<file path="config.mk">
export PLATFORM = sky130hd
export DESIGN_NAME = fire_control_flat
export DESIGN_NICKNAME = d
export VERILOG_FILES = /design/src/rtl/fire_control_pkg.sv /design/src/rtl/fire_control_if.sv /design/src/rtl/fire_control_frame_timer.sv /design/src/rtl/fire_control.sv /design/src/flat_wrapper.sv
export SDC_FILE = /design/constraint.sdc
export NUM_CORES = 1
export LEC_CHECK = 0
export CAP_MARGIN = 20
export CORE_UTILIZATION = 49
export CTS_BUF_LIST = sky130_fd_sc_hd__clkbuf_8
export CTS_CLUSTER_SIZE = 28
export DETAILED_ROUTE_END_ITERATION = 8
export GPL_ROUTABILITY_DRIVEN = 0
export PLACE_DENSITY_LB_ADDON = 0.25
export SLEW_MARGIN = 20
export SYNTH_ARGS = -nofsm -noshare
export SYNTH_HDL_FRONTEND = slang
export SYNTH_SLANG_ARGS = --single-unit
export TNS_END_PERCENT = 10
</file>
<file path="constraint.sdc">
create_clock -name clk -period 4.4 [get_ports clk]
set_clock_uncertainty 0.1 [all_clocks]
set_input_delay 0.88 -clock clk [delete_from_list [all_inputs] [get_ports clk]]
set_output_delay 0.88 -clock clk [all_outputs]
set_load 0.03 [all_outputs]
</file>
<file path="src/rtl/fire_control_pkg.sv">
// rtl/fire_control_pkg.sv - shared types and widths for the player weapon controller
package fire_control_pkg;

    typedef enum logic [1:0] {
        READY     = 2'd0,
        IN_FLIGHT = 2'd1,
        COOLDOWN  = 2'd2,
        RELOAD    = 2'd3
    } fc_state_t;

    localparam int AMMO_W = 4;
    localparam int Y_W    = 11;
    localparam int CNT_W  = 16;
    localparam logic [7:0] HITS_MAX = 8'd255;

    // A frame count of 0 behaves like 1, so both map to a terminal count of 0.
    function automatic logic [CNT_W-1:0] frames_terminal(input int n);
        return (n <= 1) ? '0 : CNT_W'(n - 1);
    endfunction

endpackage

</file>
<file path="src/rtl/fire_control_if.sv">
// rtl/fire_control_if.sv - keyboard, collision and missile mover signals of the weapon controller
interface fire_control_if;
    import fire_control_pkg::*;

    logic             startOfFrame;
    logic             fire_key;
    logic             reload_key;
    logic             hit;
    logic [Y_W-1:0]   missileTopLeftY;
    logic             fire;
    logic             missile_active;
    logic [AMMO_W-1:0] ammo;
    logic             reloading;
    logic [7:0]       hits_count;

    modport master (
        input  startOfFrame, fire_key, reload_key, hit, missileTopLeftY,
        output fire, missile_active, ammo, reloading, hits_count
    );

    modport slave (
        output startOfFrame, fire_key, reload_key, hit, missileTopLeftY,
        input  fire, missile_active, ammo, reloading, hits_count
    );

endinterface

</file>
<file path="src/rtl/fire_control_frame_timer.sv">
// rtl/fire_control_frame_timer.sv - counts frame pulses up to a terminal value
module frame_timer
    import fire_control_pkg::*;
(
    input  logic             clk,
    input  logic             reset,
    input  logic             clear,
    input  logic             startOfFrame,
    input  logic [CNT_W-1:0] terminal,
    output logic             done
);

    logic [CNT_W-1:0] count;

    // done is combinational so the owning FSM leaves on the terminal pulse itself.
    assign done = startOfFrame && (count == terminal);

    always_ff @(posedge clk) begin
        if (reset || clear) begin
            count <= '0;
        end else if (startOfFrame) begin
            count <= done ? '0 : count + 1'b1;
        end
    end

endmodule

</file>
<file path="src/rtl/fire_control.sv">
// rtl/fire_control.sv - player weapon controller: launch pulses, magazine, cooldown and reload
module fire_control
    import fire_control_pkg::*;
#(
    parameter int MAGAZINE              = 8,
    parameter int COOLDOWN_FRAMES       = 6,
    parameter int RELOAD_FRAMES         = 30,
    parameter int FLIGHT_TIMEOUT_FRAMES = 64,
    parameter int TOP_LIMIT             = 5
) (
    input  logic           clk,
    input  logic           reset,
    fire_control_if.master bus
);

    localparam logic [AMMO_W-1:0] MAG     = AMMO_W'(MAGAZINE);
    localparam logic [Y_W-1:0]    Y_LIMIT = Y_W'(TOP_LIMIT);

    fc_state_t         state, state_next;
    logic              fire_d, reload_d;
    logic              first_cycle;
    logic [AMMO_W-1:0] ammo_q, ammo_next;
    logic [7:0]        hits_q, hits_next;
    logic              fire_q, fire_next;
    logic              active_q, reloading_q;
    logic [CNT_W-1:0]  terminal;
    logic              timer_done;

    wire fire_rise   = bus.fire_key & ~fire_d;
    wire reload_rise = bus.reload_key & ~reload_d;
    wire timer_clear = (state_next != state);

    frame_timer u_timer (
        .clk          (clk),
        .reset        (reset),
        .clear        (timer_clear),
        .startOfFrame (bus.startOfFrame),
        .terminal     (terminal),
        .done         (timer_done)
    );

    always_comb begin
        state_next = state;
        ammo_next  = ammo_q;
        hits_next  = hits_q;
        fire_next  = 1'b0;
        terminal   = '0;
        case (state)
            READY: begin
                if (fire_rise) begin
                    if (ammo_q != '0) begin
                        fire_next  = 1'b1;
                        ammo_next  = ammo_q - 1'b1;
                        state_next = IN_FLIGHT;
                    end else begin
                        state_next = RELOAD;
                    end
                end else if (reload_rise && (ammo_q < MAG)) begin
                    state_next = RELOAD;
                end
            end
            IN_FLIGHT: begin
                terminal = frames_terminal(FLIGHT_TIMEOUT_FRAMES);
                // The mover has not placed the missile yet on the first cycle, so Y is ignored there.
                if (bus.hit) begin
                    if (hits_q != HITS_MAX) hits_next = hits_q + 8'd1;
                    state_next = COOLDOWN;
                end else if ((!first_cycle && (bus.missileTopLeftY <= Y_LIMIT)) || timer_done) begin
                    state_next = COOLDOWN;
                end
            end
            COOLDOWN: begin
                terminal = frames_terminal(COOLDOWN_FRAMES);
                if (timer_done) state_next = (ammo_q == '0) ? RELOAD : READY;
            end
            RELOAD: begin
                terminal = frames_terminal(RELOAD_FRAMES);
                if (timer_done) begin
                    ammo_next  = MAG;
                    state_next = READY;
                end
            end
            default: state_next = READY;
        endcase
    end

    always_ff @(posedge clk) begin
        if (reset) begin
            state       <= READY;
            ammo_q      <= MAG;
            hits_q      <= '0;
            fire_q      <= 1'b0;
            active_q    <= 1'b0;
            reloading_q <= 1'b0;
            fire_d      <= 1'b0;
            reload_d    <= 1'b0;
            first_cycle <= 1'b0;
        end else begin
            state       <= state_next;
            ammo_q      <= ammo_next;
            hits_q      <= hits_next;
            fire_q      <= fire_next;
            active_q    <= (state_next == IN_FLIGHT);
            reloading_q <= (state_next == RELOAD);
            fire_d      <= bus.fire_key;
            reload_d    <= bus.reload_key;
            first_cycle <= (state != IN_FLIGHT) && (state_next == IN_FLIGHT);
        end
    end

    assign bus.fire           = fire_q;
    assign bus.missile_active = active_q;
    assign bus.ammo           = ammo_q;
    assign bus.reloading      = reloading_q;
    assign bus.hits_count     = hits_q;

endmodule

</file>
<file path="src/flat_wrapper.sv">
// flat-port wrapper written by rule: the top's interface ports become plain ports
module fire_control_flat import fire_control_pkg::*;
#(
    parameter int MAGAZINE              = 8,
    parameter int COOLDOWN_FRAMES       = 6,
    parameter int RELOAD_FRAMES         = 30,
    parameter int FLIGHT_TIMEOUT_FRAMES = 64,
    parameter int TOP_LIMIT             = 5
)
  (clk, reset, bus_startOfFrame, bus_fire_key, bus_reload_key, bus_hit, bus_missileTopLeftY, bus_fire, bus_missile_active, bus_ammo, bus_reloading, bus_hits_count);
  fire_control_if bus_i ();
  input  logic clk;
  input  logic reset;
  input wire logic [$bits(bus_i.startOfFrame)-1:0] bus_startOfFrame;
  input wire logic [$bits(bus_i.fire_key)-1:0] bus_fire_key;
  input wire logic [$bits(bus_i.reload_key)-1:0] bus_reload_key;
  input wire logic [$bits(bus_i.hit)-1:0] bus_hit;
  input wire logic [$bits(bus_i.missileTopLeftY)-1:0] bus_missileTopLeftY;
  output wire logic [$bits(bus_i.fire)-1:0] bus_fire;
  output wire logic [$bits(bus_i.missile_active)-1:0] bus_missile_active;
  output wire logic [$bits(bus_i.ammo)-1:0] bus_ammo;
  output wire logic [$bits(bus_i.reloading)-1:0] bus_reloading;
  output wire logic [$bits(bus_i.hits_count)-1:0] bus_hits_count;
  assign bus_i.startOfFrame = bus_startOfFrame;
  assign bus_i.fire_key = bus_fire_key;
  assign bus_i.reload_key = bus_reload_key;
  assign bus_i.hit = bus_hit;
  assign bus_i.missileTopLeftY = bus_missileTopLeftY;
  assign bus_fire = bus_i.fire;
  assign bus_missile_active = bus_i.missile_active;
  assign bus_ammo = bus_i.ammo;
  assign bus_reloading = bus_i.reloading;
  assign bus_hits_count = bus_i.hits_count;
  fire_control #(.MAGAZINE(MAGAZINE), .COOLDOWN_FRAMES(COOLDOWN_FRAMES), .RELOAD_FRAMES(RELOAD_FRAMES), .FLIGHT_TIMEOUT_FRAMES(FLIGHT_TIMEOUT_FRAMES), .TOP_LIMIT(TOP_LIMIT)) u_core (.clk(clk), .reset(reset), .bus(bus_i));
endmodule
</file>
==> impl_metrics.env, run 1 <==
export IMPL_preCtsSetupSlack_ps=1210
export IMPL_use_met2_pct=32.7
export IMPL_p_total_w=0.000859
export IMPL_hold_class="reg2reg"
export IMPL_power_frac_clock_pct=33.6
export IMPL_post_route_period_util_pct=65.3
export IMPL_ys_top_cells_by_count="dfxtp_1 (36), nor2_1 (33), nand2_1 (14), xor2_1 (14), nand3_1 (13)"
export IMPL_power_internal_w=0.000601
export IMPL_start_util_pct=51.6
export IMPL_ff2ff_path_depth=5
export IMPL_grt_max_degree=23
export IMPL_io_pins=32
export IMPL_drt_iter0_markers=75
export IMPL_swShare_pct=30.0
export IMPL_synthCells=202
export IMPL_crit_type="in2reg"
export IMPL_power_frac_comb_pct=22.8
export IMPL_synth_edf_count=0
export IMPL_cts_root_buf="clkbuf_8"
export IMPL_setup_ws_ps=1530
export IMPL_power_density_nw_per_um2=394
export IMPL_avgSynthCellArea_sq_um=8.58
export IMPL_endpoint_kind="flop"
export IMPL_synth_top_cell_by_area="dfxtp_1"
export IMPL_finalCriticalPeriod_ps=2870
export IMPL_cts_num_sinks=36
export IMPL_overflow=0
export IMPL_layout_drive_gt1_share_pct=5.13
export IMPL_fmax_mhz=348
export IMPL_met1_usage_pct=24.9
export IMPL_synthArstFlopShare_pct=0
export IMPL_slew_headroom_pct=47.4
export IMPL_drc=0
export IMPL_drt_vias_per_instance=5.36
export IMPL_synthFlopType="dfxtp_1"
export IMPL_fin_tns_setup_ps=0
export IMPL_synth_most_common_cell="dfxtp_1"
export IMPL_core_region_area_sq_um=3360
export IMPL_antenna_cells=0
export IMPL_die_width_um=61.5
export IMPL_synth_area_sq_um=1730
export IMPL_seq_area_frac_synth_pct=41.6
export IMPL_cts_setup_buffers=0
export IMPL_synth_area_leaders="dfxtp_1 (42%), nor2_1 (7.1%), xor2_1 (7.1%)"
export IMPL_vdd_drop_max_mv=0.207
export IMPL_drv_cap=0
export IMPL_synth_top_area_share_pct=41.6
export IMPL_power_leakage_nw=0.753
export IMPL_seq_power_share_pct=43.6
export IMPL_port_buffers=30
export IMPL_die_area_sq_um=3780
export IMPL_grt_busiest_layer="met2"
export IMPL_wire_per_inst_um=12.4
export IMPL_setup_viol_count_final=0
export IMPL_post_route_util_pct=64.8
export IMPL_synth_seq_cells=36
export IMPL_cts_hold_buf=0
export IMPL_hold_viol_final=0
export IMPL_grt_usage_pct=20.5
export IMPL_antenna_found_initial=0
export IMPL_dieHeight_um=61.5
export IMPL_cts_htree_levels=2
export IMPL_vias=1502
export IMPL_routed_wl_um=3460
export IMPL_area_growth_syn_to_layout_pct=25.7
export IMPL_grt_pass1_wl_um=5580
export IMPL_whs_path_depth=2
export IMPL_rows=21
export IMPL_status="complete, no violations"
export IMPL_num_nets_final=254
export IMPL_ant_nets=0
export IMPL_worstPathMaxFanout=10
export IMPL_insertion_delay_ps=300
export IMPL_critPathArrivalTime_ps=2920
export IMPL_cts_buffer_depth=2
export IMPL_clk_pin_slew_ps=80
export IMPL_worstSetupStartpointType="input pin"
export IMPL_rsz0062_at_grt="false"
export IMPL_syn_num_nets=223
export IMPL_worst_pin_slew_ps=786
export IMPL_grt_pass1_vias=1304
export IMPL_drv_slew=0
export IMPL_hpwl_um=2480
export IMPL_use_met3_pct=7.56
export IMPL_numCtsBuffers=5
export IMPL_dr_pass1_iters=4
export IMPL_cts_resized=0
export IMPL_synth_cell_type_count=41
export IMPL_cts_tree="done"
export IMPL_power_switching_w=0.000258
export IMPL_crit_required_ps=4450
export IMPL_yosysWarnings=0
-- critical path, stage by stage --
cell	delay, ps
clkdlybuf4s50_1	640
nor3b_1	220
o2111ai_1	240
a211o_2	430
a211oi_1	430
nor4_1	90
-- final timing paths --
check | start | end | slack [ps]
setup / recovery | bus_startOfFrame | u_core.bus.missile_active$_SDFF_PP0_ | 1530
hold / removal | u_core.bus.ammo[0]$_SDFFE_PP0P_ | u_core.bus.ammo[0]$_SDFFE_PP0P_ | 410
setup reg to reg | u_core.state[1]$_SDFF_PP0_ | u_core.bus.missile_active$_SDFF_PP0_ | 1990
hold reg to reg | u_core.bus.ammo[0]$_SDFFE_PP0P_ | u_core.bus.ammo[0]$_SDFFE_PP0P_ | 410
-- area by class of cell --
type                    count  area [sq um]
repair buffers             30           300
inverters                   5          18.8
flip-flops and latches     36           721
fillers                   339          1180
well taps                  46          57.6
clock inverters             3          42.5
clock buffers               5          68.8
multi-input cells         155           971
-- stage by stage --
step | hold WS, ps | cells | area [sq um]
floorplan | 380 | 202 | 1730
global placement | 391 | 272 | 2070
detailed placement | 399 | 272 | 2070
CTS | 410 | 280 | 2180
global route | 451 | 280 | 2180
finish | 408 | 280 | 2180
-- cells by family (layout without fill, tap and decap cells) --
| group | Yosys count | after routing | share of synthesized area (%) |
|---|---|---|---|
| and+or+nand+nor | 98 | 98 | 28.2 |
| DFF | 36 | 36 | 41.6 |
| AOI/OAI and AO/OA | 30 | 30 | 13.2 |
| xor gates and xnor gates | 22 | 22 | 11.1 |
| buffers and inverters | 11 | 43 | 2.45 |
| adders and majority gates | 4 | 4 | 2.89 |
| muxes | 1 | 1 | 0.577 |
-- cells in the final DEF, fill, tap and decap left out, types with 2 or more instances in the layout --
master / count
clkdlybuf4s50_1: 30
nor2b_1: 4
nand2b_1: 2
a211oi_1: 4
and4_1: 3
a21oi_1: 6
nand3b_1: 2
clkbuf_8: 5
o21ai_0: 2
nand3_1: 13
nand2_1: 14
a211o_1: 3
ha_1: 4
nand4_1: 4
dfxtp_1: 36
xor2_1: 14
inv_1: 5
or3_1: 3
nor4_1: 5
nor3b_1: 2
xnor2_1: 8
o21a_1: 4
nor2_1: 33
nor3_1: 7
and2_1: 2
-- flip-flops by register name, indices dropped and copies added, names as in the netlist --
register,count
u_core.u_timer.count,16
u_core.bus.hits_count,8
u_core.bus.ammo,4
u_core.state,2
u_core.bus.fire,1
u_core.bus.missile_active,1
u_core.bus.reloading,1
u_core.fire_d,1
u_core.first_cycle,1
u_core.reload_d,1
-- metal layers --
metal | vias up | share of wire [%]
met1 | 685 | 49
met2 | 31 | 44
met3 | 9 | 4.7
met5 | - | 0
li1 | 777 | -
met4 | 0 | 2.1
-- power groups by stage --
stage | clock network [W] | logic, W | registers (W)
final | 0.000289 | 0.000196 | 0.000375
after global routing | 0.000312 | 0.000217 | 0.000379
after CTS | 0.000297 | 0.000198 | 0.000375
after detailed placement | 0 | 0.000197 | 0.000382
after global placement | 0 | 0.000195 | 0.000381
after floorplan | 0 | 0.000119 | 0.000397
(Power assumes the default switching activity.)
==> run 2, diff against run 1 <==
--- a/config.mk
+++ b/config.mk
@@ -6,7 +6,7 @@
 export NUM_CORES = 1
 export LEC_CHECK = 0
 export CAP_MARGIN = 20
-export CORE_UTILIZATION = 49
+export CORE_UTILIZATION = 48
 export CTS_BUF_LIST = sky130_fd_sc_hd__clkbuf_8
 export CTS_CLUSTER_SIZE = 28
 export DETAILED_ROUTE_END_ITERATION = 8
==> constraint.sdc (replaced) <==
create_clock -name clk -period 2.4 [get_ports clk]
set_clock_uncertainty 0.1 [all_clocks]
set_input_delay 0.48 -clock clk [delete_from_list [all_inputs] [get_ports clk]]
set_output_delay 0.48 -clock clk [all_outputs]
set_load 0.03 [all_outputs]
==> impl_metrics.env, run 2 (same netlist as run 1, synthesis figures left out) <==
export IMPL_status="complete, no violations"
export IMPL_post_route_period_util_pct=91.4
export IMPL_crit_required_ps=2480
export IMPL_die_area_sq_um=3860
export IMPL_area_growth_syn_to_layout_pct=31.5
export IMPL_layout_drive_gt1_share_pct=10.1
export IMPL_grt_max_degree=21
export IMPL_hold_class="reg2reg"
export IMPL_routed_wl_met3_um=171
export IMPL_cts_hold_buf=0
export IMPL_drc=0
export IMPL_cts_root_buf="clkbuf_8"
export IMPL_worstPathMaxFanout=9
export IMPL_hold_viol_final=0
export IMPL_worst_pin_slew_ps=701
export IMPL_setup_viol_count_final=0
export IMPL_highest_layer="met4"
export IMPL_wl_met1_um=1650
export IMPL_antenna_cells=0
export IMPL_dieHeight_um=62.1
export IMPL_cts_htree_levels=2
export IMPL_rsz0062_at_grt="false"
export IMPL_insertion_delay_ps=300
export IMPL_io_pins=32
export IMPL_cts_num_sinks=36
export IMPL_drv_slew=0
export IMPL_timing_rr_start="u_core.state[0]$_SDFF_PP0_"
export IMPL_antenna_found_initial=0
export IMPL_overflow=0
export IMPL_crit_type="reg2reg"
export IMPL_largest_register="u_core.u_timer.count"
export IMPL_num_nets_final=268
export IMPL_r2r_slack_ps=210
export IMPL_endpoint_kind="flop"
export IMPL_critPathArrivalTime_ps=2270
export IMPL_wire_per_inst_um=12.4
export IMPL_drt_vias_per_instance=5.31
export IMPL_fin_tns_setup_ps=0
export IMPL_final_common_cell="dfxtp_1"
export IMPL_grt_pass1_vias=1510
export IMPL_largest_reg_flops=16
export IMPL_ff2ff_path_depth=6
export IMPL_reg2reg_to="u_core.bus.reloading$_SDFF_PP0_"
export IMPL_dp_cells=286
export IMPL_core_region_area_sq_um=3390
export IMPL_cts_buffer_depth=2
export IMPL_vias=1561
export IMPL_p_total_w=0.00163
export IMPL_power_leakage_nw=0.826
export IMPL_path_cells="or4_1 > a211o_1 > a211o_2 > a211oi_1 > buf_4 > a211oi_2"
export IMPL_holdWs_ps=406
export IMPL_fmax_mhz=456
export IMPL_cts_tree="done"
export IMPL_critPathSlowestCell="or4_1"
export IMPL_ant_nets=0
export IMPL_die_width_um=62.1
export IMPL_finalCriticalPeriod_ps=2190
export IMPL_whs_path_depth=2
export IMPL_preCtsSetupSlack_ps=-76.1
export IMPL_drt_iter0_markers=80
export IMPL_rows=21
export IMPL_power_density_nw_per_um2=714
export IMPL_slew_headroom_pct=53.1
export IMPL_vdd_drop_max_mv=0.634
export IMPL_dr_pass1_iters=4
export IMPL_hpwl_um=2670
export IMPL_stdcell_count=294
export IMPL_layout_common_cells="dfxtp_1 (36), nor2_1 (33), clkdlybuf4s50_1 (30)"
export IMPL_grt_usage_pct=21.2
export IMPL_routed_wl_um=3640
export IMPL_grt_pass1_wl_um=6440
export IMPL_port_buffers=30
export IMPL_start_util_pct=51.2
export IMPL_clk_pin_slew_ps=70
export IMPL_cts_setup_buffers=0
export IMPL_min_from="u_core.bus.ammo[0]$_SDFFE_PP0P_"
export IMPL_drv_cap=0
export IMPL_wl_met2_um=1750
export IMPL_setup_ws_ps=206
export IMPL_cpPeakStageDelay_ps=420
export IMPL_worstSetupStartpointType="flop"
export IMPL_numCtsBuffers=5
export IMPL_cts_resized=0
export IMPL_whs_endpoint="u_core.bus.ammo[0]$_SDFFE_PP0P_"
-- run 2: changes by cell type in the layout (fill, tap and decap cells not counted), sizes merged --
cell / delta
clkinvlp: -1
inv: +1
buf: +14
-- run 2: how the worst max path moves through the flow --
stage,depth (start not counted),slack [ps],end,start
final,6,210,u_core.bus.reloading$_SDFF_PP0_,u_core.state[0]$_SDFF_PP0_
after global placement,8,-70,u_core.bus.reloading$_SDFF_PP0_,bus_startOfFrame
after floorplan,5,230,u_core.bus.reloading$_SDFF_PP0_,u_core.u_timer.count[2]$_SDFFE_PP0P_
after global routing,8,60,u_core.bus.reloading$_SDFF_PP0_,u_core.bus.ammo[0]$_SDFFE_PP0P_
after detailed placement,7,-80,u_core.bus.reloading$_SDFF_PP0_,bus_startOfFrame
after CTS,6,210,u_core.bus.missile_active$_SDFF_PP0_,u_core.state[0]$_SDFF_PP0_
-- run 2: cell type report --
| type | instances | area [sq um] |
|---|---|---|
| Clock buffer | 5 | 68.8 |
| Inverter | 5 | 18.8 |
| Timing Repair Buffer | 44 | 405 |
| Tap cell | 46 | 57.6 |
| Fill cell | 278 | 1110 |
| Multi-Input combinational cell | 155 | 971 |
| Sequential cell | 36 | 721 |
| Clock inverter | 3 | 38.8 |
-- run 2: critical path: cells and delay by family (launching register included) --
kind	cells	cell delay, ps
buffers and inverters	1	170
AND/OR/NAND/NOR	1	420
AO/OA/AOI/OAI	4	980
flip-flops	1	410
-- run 2: report_power, final --
group,switching (W),internal [W],leakage [nW]
Sequential,0.0000334,0.000636,0.292
Combinational,0.000234,0.000200,0.474
Clock,0.000222,0.000304,0.0593
Total,0.000489,0.00114,0.826
-- run 2: per-stage QoR --
stage	utilization (%)	instance area (sq um)
floorplan	-	1730
global placement	64.1	2170
detailed placement	64.1	2170
CTS	67.3	2280
global route	67.3	2280
finish	67.3	2280
-- run 2: metal layers --
layer  up-vias  GRT usage [%]
li1        802              -
met1       723           23.2
met2        29           36.1
met3         7           5.88
met4         0           13.4
met5         -              0
==> run 3, diff against run 2 <==
--- a/config.mk
+++ b/config.mk
@@ -5,8 +5,9 @@
 export SDC_FILE = /design/constraint.sdc
 export NUM_CORES = 1
 export LEC_CHECK = 0
+export ABC_AREA = 1
 export CAP_MARGIN = 20
-export CORE_UTILIZATION = 48
+export CORE_UTILIZATION = 49
 export CTS_BUF_LIST = sky130_fd_sc_hd__clkbuf_8
 export CTS_CLUSTER_SIZE = 28
 export DETAILED_ROUTE_END_ITERATION = 8
==> impl_metrics.env, run 3 <==
export IMPL_stdcell_count=362
export IMPL_synthCells=272
export IMPL_synthSimpleGateAreaFrac_pct=40.5
export IMPL_synth_xor_area_share_pct=2.67
export IMPL_crit_type="in2reg"
export IMPL_power_leakage_nw=1.01
export IMPL_setup_viol_count_final=0
export IMPL_seq_area_sq_um=721
export IMPL_ant_nets=0
export IMPL_yosys_area_share_adder_pct=2.55
export IMPL_post_route_period_util_pct=86.2
export IMPL_grt_max_degree=12
export IMPL_hpwl_um=3130
export IMPL_dp_cells=354
export IMPL_synth_top_cell_by_area="dfxtp_1"
export IMPL_synthArstFlopShare_pct=0
export IMPL_clk_pin_slew_ps=70
export IMPL_rsz0062_at_grt="false"
export IMPL_drt_vias_per_instance=4.99
export IMPL_die_width_um=65.3
export IMPL_io_pins=32
export IMPL_numCtsBuffers=5
export IMPL_grt_pass1_vias=1750
export IMPL_die_area_sq_um=4270
export IMPL_hold_class="reg2reg"
export IMPL_synth_area_sq_um=1970
export IMPL_yosysWarnings=0
export IMPL_cts_resized=0
export IMPL_synth_top_family_by_area="simple AND/OR/NAND/NOR gates"
export IMPL_num_nets_final=334
export IMPL_dieHeight_um=65.3
export IMPL_avgSynthCellArea_sq_um=7.23
export IMPL_synthMuxAreaShare_pct=0
export IMPL_hold_viol_final=0
export IMPL_worst_pin_slew_ps=390
export IMPL_drt_iter0_markers=87
export IMPL_cp_common_cell="inv_2"
export IMPL_slew_headroom_pct=73.7
export IMPL_synth_area_leaders="dfxtp_1 (37%), nand2_1 (10%), nor2_1 (8.2%)"
export IMPL_cts_buffer_depth=2
export IMPL_synth_top_area_share_pct=36.7
export IMPL_synth_seq_cells=36
export IMPL_worstPathMaxFanout=8
export IMPL_power_density_nw_per_um2=898
export IMPL_largest_register="u_core.u_timer.count"
export IMPL_syn_num_nets=293
export IMPL_largest_reg_flops=16
export IMPL_path_cells="clkdlybuf4s50_1 > inv_2 > nor2_2 > nand2_1 > nor2_2 > nand2_2 > nor2_4 > nand2_4 > inv_2 > nand4_1 > nand2_1 > inv_2 > nand3_4 > buf_12 > nor2_1"
export IMPL_fin_tns_setup_ps=0
export IMPL_antenna_cells=0
export IMPL_nFillCells=359
export IMPL_cts_num_sinks=36
export IMPL_drc=0
export IMPL_synth_most_common_cell="nand2_1"
export IMPL_synth_edf_count=0
export IMPL_status="complete, no violations"
export IMPL_cts_root_buf="clkbuf_8"
export IMPL_core_region_area_sq_um=3740
export IMPL_port_buffers=30
export IMPL_synth_cell_type_count=31
export IMPL_drv_cap=0
export IMPL_finalCriticalPeriod_ps=2070
export IMPL_start_util_pct=52.5
export IMPL_final_common_cell="nand2_1"
export IMPL_insertion_delay_ps=300
export IMPL_cpPeakStageDelay_ps=510
export IMPL_ys_top_cells_by_count="nand2_1 (53), nor2_1 (43), dfxtp_1 (36)"
export IMPL_seq_area_frac_synth_pct=36.7
export IMPL_worstSetupStartpointType="input pin"
export IMPL_cts_tree="done"
export IMPL_grt_usage_pct=21.6
export IMPL_grt_pass1_wl_um=7040
export IMPL_drv_slew=0
export IMPL_cts_htree_levels=2
export IMPL_critPathSlowestCell="clkdlybuf4s50_1"
export IMPL_antenna_found_initial=0
export IMPL_fmax_mhz=484
export IMPL_vias=1808
export IMPL_area_growth_syn_to_layout_pct=26.2
export IMPL_wire_per_inst_um=11.5
export IMPL_critPathArrivalTime_ps=2160
export IMPL_multiInputGateArea_sq_um=1080
export IMPL_rows=22
export IMPL_layout_common_cells="nand2_1 (53), nor2_1 (43), dfxtp_1 (36)"
export IMPL_overflow=0
export IMPL_endpoint_kind="flop"
export IMPL_routed_wl_um=4150
export IMPL_layout_drive_gt1_share_pct=14.3
export IMPL_synth_compound_gate_area_share_pct=9.17
export IMPL_crit_required_ps=2490
export IMPL_cts_hold_buf=0
export IMPL_dr_pass1_iters=4
export IMPL_synthFlopType="dfxtp_1"
export IMPL_vdd_drop_max_mv=0.662
export IMPL_cts_setup_buffers=0
## run 3: final timing paths
check / start / to / slack [ps] / cells after the start
worst max-delay path: bus_startOfFrame / u_core.u_timer.count[7]$_SDFFE_PP0P_ / 330 / 15
worst min-delay path: u_core.bus.hits_count[4]$_SDFFE_PP0P_ / u_core.bus.hits_count[4]$_SDFFE_PP0P_ / 370 / 2
worst max register to register: u_core.u_timer.count[1]$_SDFFE_PP0P_ / u_core.u_timer.count[11]$_SDFFE_PP0P_ / 540 / 9
worst min register to register: u_core.bus.hits_count[4]$_SDFFE_PP0P_ / u_core.bus.hits_count[4]$_SDFFE_PP0P_ / 370 / 2
## run 3: layout make-up
class	instances	share of cell area (%)
Clock buffer	5	2.77
Clock inverter	3	1.56
Inverter	38	5.75
Multi-Input combinational cell	196	43.5
Sequential cell	36	29.1
Tap cell	48	2.42
Timing Repair Buffer	36	14.9
## run 3: cells by family (layout without fill, tap and decap cells)
logic type | Yosys count | after routing
buffers and inverters | 40 | 82
XOR/XNOR | 6 | 6
AO/OA/AOI/OAI | 32 | 32
adder cells (fa/ha/maj) | 4 | 4
AND/OR/NAND/NOR | 154 | 154
flip-flops | 36 | 36
## run 3: metrics by stage
| step | worst slack (ps) | hold slack, ps | utilization [%] | power, W | cell area, sq um |
|---|---|---|---|---|---|
| 5_1_grt | 161 | 410 | 66.2 | 0.00236 | 2480 |
| 3_5_place_dp | 13.0 | 362 | 63.4 | 0.00172 | 2370 |
| 6_report | 332 | 372 | 66.2 | 0.00223 | 2480 |
| 4_1_cts | 318 | 370 | 66.2 | 0.00224 | 2480 |
| 2_1_floorplan | 509 | 434 | - | 0.00143 | 1970 |
| 3_3_place_gp | 37.3 | 354 | 63.4 | 0.00170 | 2370 |
## run 3: critical path: cells and delay by family
kind | cells | cell delay, ps
buf+inv | 5 | 880
simple gates | 10 | 810
## run 3: report_power, final
group	internal [W]	switching (W)
Combinational	0.000375	0.000603
Sequential	0.000668	0.0000596
Clock	0.000304	0.000216
## run 3: metal layers
metal | up-vias | GRT usage (%) | part of all wire [%] | wire length [um]
met4 | 0 | 9.78 | 1.7 | 70
met1 | 807 | 24.5 | 48 | 1980
met3 | 9 | 5.21 | 5.1 | 211
met5 | - | 0 | 0 | 0
li1 | 950 | - | - | -
met2 | 42 | 38.0 | 45 | 1880
